[config.mk]
export PLATFORM = sky130hd
export DESIGN_NAME = seq_pattern_gen
export DESIGN_NICKNAME = d
export VERILOG_FILES = /design/src/rtl/seq_pattern_gen.sv
export SDC_FILE = /design/constraint.sdc
export NUM_CORES = 1
export LEC_CHECK = 0
export ABC_AREA = 0
export CELL_PAD_IN_SITES_DETAIL_PLACEMENT = 2
export CELL_PAD_IN_SITES_GLOBAL_PLACEMENT = 2
export CORE_MARGIN = 5
export CORE_UTILIZATION = 33
export CTS_CLUSTER_DIAMETER = 40
export CTS_CLUSTER_SIZE = 12
export DETAILED_ROUTE_END_ITERATION = 10
export GPL_ROUTABILITY_DRIVEN = 0
export GPL_TIMING_DRIVEN = 0
export HOLD_SLACK_MARGIN = 0.15
export PLACE_DENSITY_LB_ADDON = 0.1
export SLEW_MARGIN = 5
export SYNTH_ARGS = -nofsm -noshare
export SYNTH_HDL_FRONTEND = slang
export SYNTH_SLANG_ARGS = --single-unit
export TNS_END_PERCENT = 100
[constraint.sdc]
create_clock -name clock -period 2.95 [get_ports clock]
set_clock_uncertainty 0.05 [all_clocks]
set_input_delay 0.4425 -clock clock [delete_from_list [all_inputs] [get_ports clock]]
set_output_delay 0.4425 -clock clock [all_outputs]
set_load 0.005 [all_outputs]
[src/rtl/seq_pattern_gen.sv]
// Serial pattern generator: shifts a captured pattern out MSB-first, one bit per clock,
// with optional repetitions separated by GAP idle cycles and a start/busy/done handshake.
module seq_pattern_gen #(
  parameter int unsigned WIDTH = 8,
  parameter int unsigned CNT_W = 4,
  parameter int unsigned GAP   = 2,
  parameter int unsigned LEN_W = $clog2(WIDTH) + 1
) (
  input  logic             clock,
  input  logic             reset,
  input  logic             start,
  input  logic             abort,
  input  logic [WIDTH-1:0] pattern,
  input  logic [LEN_W-1:0] length,
  input  logic [CNT_W-1:0] reps,
  output logic             out,
  output logic             out_valid,
  output logic             busy,
  output logic             done
);

  localparam int unsigned GapW = (GAP > 1) ? $clog2(GAP) : 1;
  localparam logic [LEN_W-1:0] WidthL = LEN_W'(WIDTH);

  typedef enum logic [1:0] {StIdle, StSend, StGap, StDone} state_e;

  state_e           state_q;
  logic [WIDTH-1:0] pat_q;      // captured pattern, active field left-aligned to the MSB
  logic [WIDTH-1:0] shreg_q;    // bits still to send in the current repetition
  logic [LEN_W-1:0] len_q;
  logic [LEN_W-1:0] bit_idx_q;  // index of the bit currently on out
  logic [CNT_W-1:0] rep_q;
  logic [GapW-1:0]  gap_cnt_q;

  logic [LEN_W-1:0] len_c;
  logic [WIDTH-1:0] pat_al;

  always_comb begin
    len_c  = (length == '0 || length > WidthL) ? WidthL : length;
    pat_al = pattern << (WidthL - len_c);
  end

  always_ff @(posedge clock) begin
    if (reset) begin
      state_q   <= StIdle;
      pat_q     <= '0;
      shreg_q   <= '0;
      len_q     <= '0;
      bit_idx_q <= '0;
      rep_q     <= '0;
      gap_cnt_q <= '0;
      out       <= 1'b0;
      out_valid <= 1'b0;
      busy      <= 1'b0;
      done      <= 1'b0;
    end else if (abort) begin
      state_q   <= StIdle;
      out       <= 1'b0;
      out_valid <= 1'b0;
      busy      <= 1'b0;
      done      <= 1'b0;
    end else begin
      case (state_q)
        StIdle: begin
          done <= 1'b0;
          if (start) begin
            pat_q     <= pat_al;
            shreg_q   <= pat_al << 1;
            len_q     <= len_c;
            bit_idx_q <= len_c - 1'b1;
            rep_q     <= reps;
            out       <= pat_al[WIDTH-1];
            out_valid <= 1'b1;
            busy      <= 1'b1;
            state_q   <= StSend;
          end
        end
        StSend: begin
          if (bit_idx_q != '0) begin
            bit_idx_q <= bit_idx_q - 1'b1;
            out       <= shreg_q[WIDTH-1];
            shreg_q   <= shreg_q << 1;
          end else if (rep_q != '0) begin
            rep_q <= rep_q - 1'b1;
            if (GAP > 0) begin
              gap_cnt_q <= GapW'(GAP - 1);
              out       <= 1'b0;
              out_valid <= 1'b0;
              state_q   <= StGap;
            end else begin
              // Back-to-back reload keeps the stream gapless when GAP is zero.
              bit_idx_q <= len_q - 1'b1;
              out       <= pat_q[WIDTH-1];
              shreg_q   <= pat_q << 1;
            end
          end else begin
            out       <= 1'b0;
            out_valid <= 1'b0;
            busy      <= 1'b0;
            done      <= 1'b1;
            state_q   <= StDone;
          end
        end
        StGap: begin
          if (gap_cnt_q == '0) begin
            bit_idx_q <= len_q - 1'b1;
            out       <= pat_q[WIDTH-1];
            shreg_q   <= pat_q << 1;
            out_valid <= 1'b1;
            state_q   <= StSend;
          end else begin
            gap_cnt_q <= gap_cnt_q - 1'b1;
          end
        end
        StDone: begin
          done    <= 1'b0;
          state_q <= StIdle;
        end
        default: begin
          out       <= 1'b0;
          out_valid <= 1'b0;
          busy      <= 1'b0;
          done      <= 1'b0;
          state_q   <= StIdle;
        end
      endcase
    end
  end

endmodule

Word level (Yosys, flattened, before mapping)
Cells that the tools add are included.
- equality and inequality tests: 9
- reduce and logical (&&, ||, !) cells: 20
- shift operators: 1
- add/sub/neg operators: 6
- bitwise logic cells: 1
- magnitude comparators: 1
- muxes and demuxes: 36
- operators with widths (operator ; count):
    2-to-1 mux 4 bit ; 7
    2-to-1 mux 8 bit ; 3
    one-hot mux 8 bit (3 select lines) ; 1
    subtractor 4 x 1 -> 4 bit (second input constant) ; 4
    2-to-1 mux 1 bit ; 14
    inequality test 2 bit (second input constant) ; 6
    one-hot mux 4 bit (3 select lines) ; 1
    AND reduction 3 bit ; 4
    AND reduction 4 bit ; 3
    AND reduction 5 bit ; 2
    one-hot mux 2 bit (4 select lines) ; 1
    one-hot mux 4 bit (2 select lines) ; 1
    nonzero test 4 bit ; 2
    << shifter 8 x 4 -> 8 bit ; 1
    2-to-1 mux 2 bit ; 3
    one-hot mux 1 bit (2 select lines) ; 3
    one-hot mux 1 bit (3 select lines) ; 2
    nonzero test 2 bit ; 3
    == test 2 bit (second input constant) ; 2
    greater-than comparator 4 bit (second input constant) ; 1
    zero test 4 bit ; 1
    OR reduction 2 bit ; 2
    subtractor 4 bit (first input constant) ; 1
    nonzero test 3 bit ; 1
    other kinds (5) ; 5
- bits of input ports: 20
- register bits after elaboration: 35
- word-level logic and storage cells: 85

Longest topological paths before layout
Gate-level depths: netlist of run 1.
- depth in word-level cells: 7
- gate-level depth with buffers: 10
- mapped depth without buffers: 8

Worst setup path after synthesis of run 1
OpenSTA, ideal clock, no wires.
- path kind: input-to-reg
- start point: input length[0]
- end point: register shreg_q[5]
- arrival: 2.075 ns
- cell stages on the path: 8
- buffers on the path: 1
- slack: 0.695 ns
- cell sequence: nor2b_1 > buf_4 > inv_2 > ha_1 > xor2_4 > mux2_2 > a221oi_1 > o41ai_1
- word-level cells in the longest chain between the ends: 7
- elaborated cells between the ends (all ways): 8
- classes of those cells: 1 x add/sub; 1 x order compare; 1 x shift; 3 x mux; 2 x reduce/logical
- ends and longest elaborated chain (element ; line ; source):
    from (decl) ; 14 ; input logic [LEN_W-1:0] length,
    greater-than comparator 4 bit or zero test 4 bit (tied branches) ; 39 ; len_c = (length == '0 || length > WidthL) ? WidthL : length;
    logical OR 1 bit ; 39 ;
    2-to-1 mux 4 bit (*) ; 39 ;
    subtractor 4 bit (*) ; 40 ; pat_al = pattern << (WidthL - len_c);
    << shifter 8 x 4 -> 8 bit (*) ; 40 ;
    2-to-1 mux 8 bit (*) ; 66 ; if (start) begin
    one-hot mux 8 bit (3 select lines) (*) ; 63 ; case (state_q)
    to (signal assigned) ; 68 ; shreg_q <= pat_al << 1;
    to (signal assigned) ; 82 ; shreg_q <= shreg_q << 1;
    to (signal assigned) ; 94 ; shreg_q <= pat_q << 1;
    to (decl) ; 29 ; logic [WIDTH-1:0] shreg_q;
Mark *: on every way between the ends. The rest lies on a longest branch, timed or not. The select of a mux whose other input is x is not followed.
A chain may end at the register's enable or synchronous reset.

Final worst setup path of run 1
- start point: input length[3]
- end point: register shreg_q[5]
The elaborated chain is that of the path after synthesis.

==> impl_metrics.tcl, run 1 <==
set metrics [dict create \
    status "complete, no violations" \
    cts_tree "built" \
    ys_seq_elements 34 \
    synth_top_family_by_area "compound AO/OA/AOI/OAI gates" \
    power_frac_clock_pct 31.3 \
    cts_resized 0 \
    crit_required_ps 3060 \
    synth_edf_count 0 \
    die_area_um2 8120 \
    syn_avg_cell_area_um2 8.18 \
    synthSimpleGateAreaFrac_pct 23.0 \
    hp-class "flop to flop" \
    worstHoldPathCells 2 \
    wl_met1_um 3150 \
    pwr-share-seq_pct 42.6 \
    period_minus_slack_ps 2750 \
    met2_length_um 3280 \
    cts.sinks 34 \
    fmax_ghz 0.364 \
    synthAdderAreaFrac_pct 5.32 \
    hold_viol_final 0 \
    route.met3.wl_um 204 \
    rsz0062_at_grt "no" \
    post-route-period-util_pct 93.1 \
    overflow 0 \
    cp-start-kind "primary input" \
    reg2reg_depth 10 \
    pin_count 24 \
    synthDistinctLibCells 54 \
    top_layer "met4" \
    start_util_pct 33.6 \
    synth_cells 259 \
    vdd_drop_max_mv 0.212 \
    hold_end "pat_q[0]" \
    nets 316 \
    die_w_um 90.1 \
    hold_buffers 0 \
    p_leak_nw 0.879 \
    fp-row-count 29 \
    via_count 2074 \
    first_pass_iters 4 \
    insertion_delay_ps 290 \
    p_int_uw 808 \
    reg2reg_setup_slack_ps 400 \
    hpwlAfterDp_um 5170 \
    htree_levels 2 \
    crit_path_cell_trace "clkdlybuf4s50_1 > nor2b_1 > buf_4 > inv_2 > ha_1 > xor2_4 > mux2_2 > a221oi_1 > o41ai_1" \
    dpl_worst_slack_ps -107 \
    worstMarginPinSlew_ps 672 \
    cts_root_buf "clkbuf_8" \
    grt_max_degree 12 \
    wl_um 6720 \
    num-fill-cells 746 \
    numCtsBuffers 5 \
    grt_pass1_vias 2184 \
    synthXorXnorAreaFrac_pct 2.13 \
    drtIter0Drc 48 \
    crit_fanout 8 \
    maxCapViolCount 0 \
    final-setup-viol-count 0 \
    seq_area_frac_synth_pct 32.1 \
    vias_per_cell 5.68 \
    hold_slack_ps 414 \
    wl_per_cell_um 18.4 \
    synth_area_um2 2120 \
    grt_pass1_wl_um 11300 \
    synth_compound_area_share_pct 24.5 \
    comb_power_share_pct 26.1 \
    layout_common_cells "nand2_1 (38), dfxtp_1 (34), a21oi_1 (22), nor2_1 (21), clkdlybuf4s50_1 (21)" \
    port_buffers 21 \
    power_density_nw_per_um2 477 \
    rr_endpoint "bit_idx_q[2]" \
    async_flop_share_pct 0 \
    antenna_found_initial 0 \
    muxShareOfSynthArea_pct 7.62 \
    slowest_stage "clkdlybuf4s50_1" \
    coreArea_um2 6310 \
    die-height_um 90.1 \
    syn_nets 288 \
    cp.arrival_ps 2860 \
    final_area_um2 2530 \
    dpl.cell_count 357 \
    slew_viol_final 0 \
    antenna_left 0 \
    path_clk_slew_ps 80 \
    post-route-drc-count 0 \
    post_cts_buffers 0 \
    min_from "pat_q[0]" \
    r2r_start "state_q[1]" \
    grtUsageTotal_pct 17.0 \
    layout_commonest_cell "nand2_1" \
    critPathCaptureType "flop" \
    drive_gt1_share_pct 9.38 \
    worst_slack_ps 204 \
    clock_path_buffers 2 \
    slew_headroom_pct 55.1 \
    place_area_um2 2420 \
    switching_power_uw 398 \
    ys.flop_type "dfxtp_1" \
    worstSetupPathType "primary input to flop" \
    stdcell_count 365 \
    n_antenna_cell 0 \
    swShare_pct 33.0 \
    ys_warn_count 0 \
    syn2layout_area_growth_pct 19.3 \
    slowest_delay_ps 520 \
]
==> state kept, by name, summed over array words and instances, names as in the netlist <==
name       flops
out_valid      1
len_q          4
done           1
gap_cnt_q      1
pat_q          8
shreg_q        7
bit_idx_q      4
out            1
state_q        2
busy           1
rep_q          4
==> cell usage after synthesis (2+ instances only) <==
library cell | number | share of area, %
nor3_1 | 11 | 2.6
o211ai_1 | 4 | 1.4
o41ai_1 | 3 | 1.2
a21oi_1 | 22 | 5.2
nor2_1 | 21 | 3.7
mux2_2 | 3 | 1.6
nand2b_1 | 2 | 0.59
mux2i_1 | 9 | 4.3
o31ai_1 | 2 | 0.71
clkbuf_1 | 14 | 2.5
or2_2 | 2 | 0.59
inv_1 | 8 | 1.4
a211o_1 | 3 | 1.2
nand4_1 | 3 | 0.89
a211oi_1 | 6 | 2.1
nand2_1 | 38 | 6.7
a21o_1 | 2 | 0.71
a22oi_1 | 6 | 2.1
nand3b_1 | 5 | 1.8
dfxtp_1 | 34 | 32
a311oi_1 | 4 | 1.7
buf_1 | 2 | 0.35
nor2b_1 | 5 | 1.5
or3_1 | 3 | 0.89
o21ai_0 | 5 | 1.2
nand3_1 | 4 | 0.95
xnor2_1 | 2 | 0.83
ha_1 | 9 | 5.3
o41a_1 | 2 | 1.1
==> layer usage <==
metal  GRT usage, %  vias up
met5              0        -
met3           3.09        8
met4           4.22        0
met1           21.6     1032
li1               -     1000
met2           29.8       34
==> worst max path at each step <==
stage | startpoint | to | slack, ps | cells after the start
finish | length[3] | shreg_q[5] | 200 | 9
CTS | state_q[1] | bit_idx_q[2] | 180 | 10
global route | length[3] | shreg_q[6] | 20 | 9
floorplan | length[0] | shreg_q[5] | 700 | 8
detailed placement | length[3] | shreg_q[6] | -110 | 10
global placement | length[0] | shreg_q[6] | -80 | 10
==> critical path, delay by kind of cell <==
family                   cells  cell delay, ps
adder cells (fa/ha/maj)      1             300
XOR/XNOR                     1             320
multiplexers                 1             390
AND/OR/NAND/NOR              1              60
buffers and inverters        3             810
AO/OA/AOI/OAI                2             520
==> cell type report <==
cell class,count,area (um^2),area share [%]
inverters,9,33.8,1.34
flip-flops and latches,34,681,26.9
clock buffers,6,82.6,3.27
clock inverters,2,12.5,0.495
multi-input cells,198,1330,52.6
plain buffers,18,81.3,3.22
repair buffers,21,210,8.32
well taps,77,96.3,3.81
==> logic make-up (layout without fill, tap and decap cells) <==
logic type	after synthesis	in the layout
DFF	34	34
buffers and inverters	27	56
adders and majority gates	9	9
AOI/OAI and AO/OA	72	72
muxes	14	14
and+or+nand+nor	100	100
xor gates and xnor gates	3	3
==> power by group through the flow <==
stage	registers [mW]	logic [mW]	clock network [mW]
after detailed placement	0.524	0.317	0
after floorplan	0.516	0.215	0
final	0.513	0.315	0.377
after CTS	0.514	0.319	0.391
after global placement	0.523	0.310	0
after global routing	0.518	0.352	0.408
==> metrics by stage <==
step           utilization [%]  power, mW  setup TNS (ps)
3_3_place_gp              38.4      0.833            -124
3_5_place_dp              38.4      0.842            -226
5_1_grt                   40.0       1.28               0
2_1_floorplan                -      0.731               0
6_report                  40.0       1.21               0
4_1_cts                   39.9       1.22               0
Power figures use the tool's default switching activity.
==> run 2: changes to the inputs <==
--- a/config.mk
+++ b/config.mk
@@ -13,7 +13,7 @@
 export CTS_CLUSTER_DIAMETER = 40
 export CTS_CLUSTER_SIZE = 12
 export DETAILED_ROUTE_END_ITERATION = 10
-export GPL_ROUTABILITY_DRIVEN = 0
+export GPL_ROUTABILITY_DRIVEN = 1
 export GPL_TIMING_DRIVEN = 0
 export HOLD_SLACK_MARGIN = 0.15
 export PLACE_DENSITY_LB_ADDON = 0.1
==> results of run 2 <==
Same layout as run 1: the final DEF is identical, and so are final timing and power.
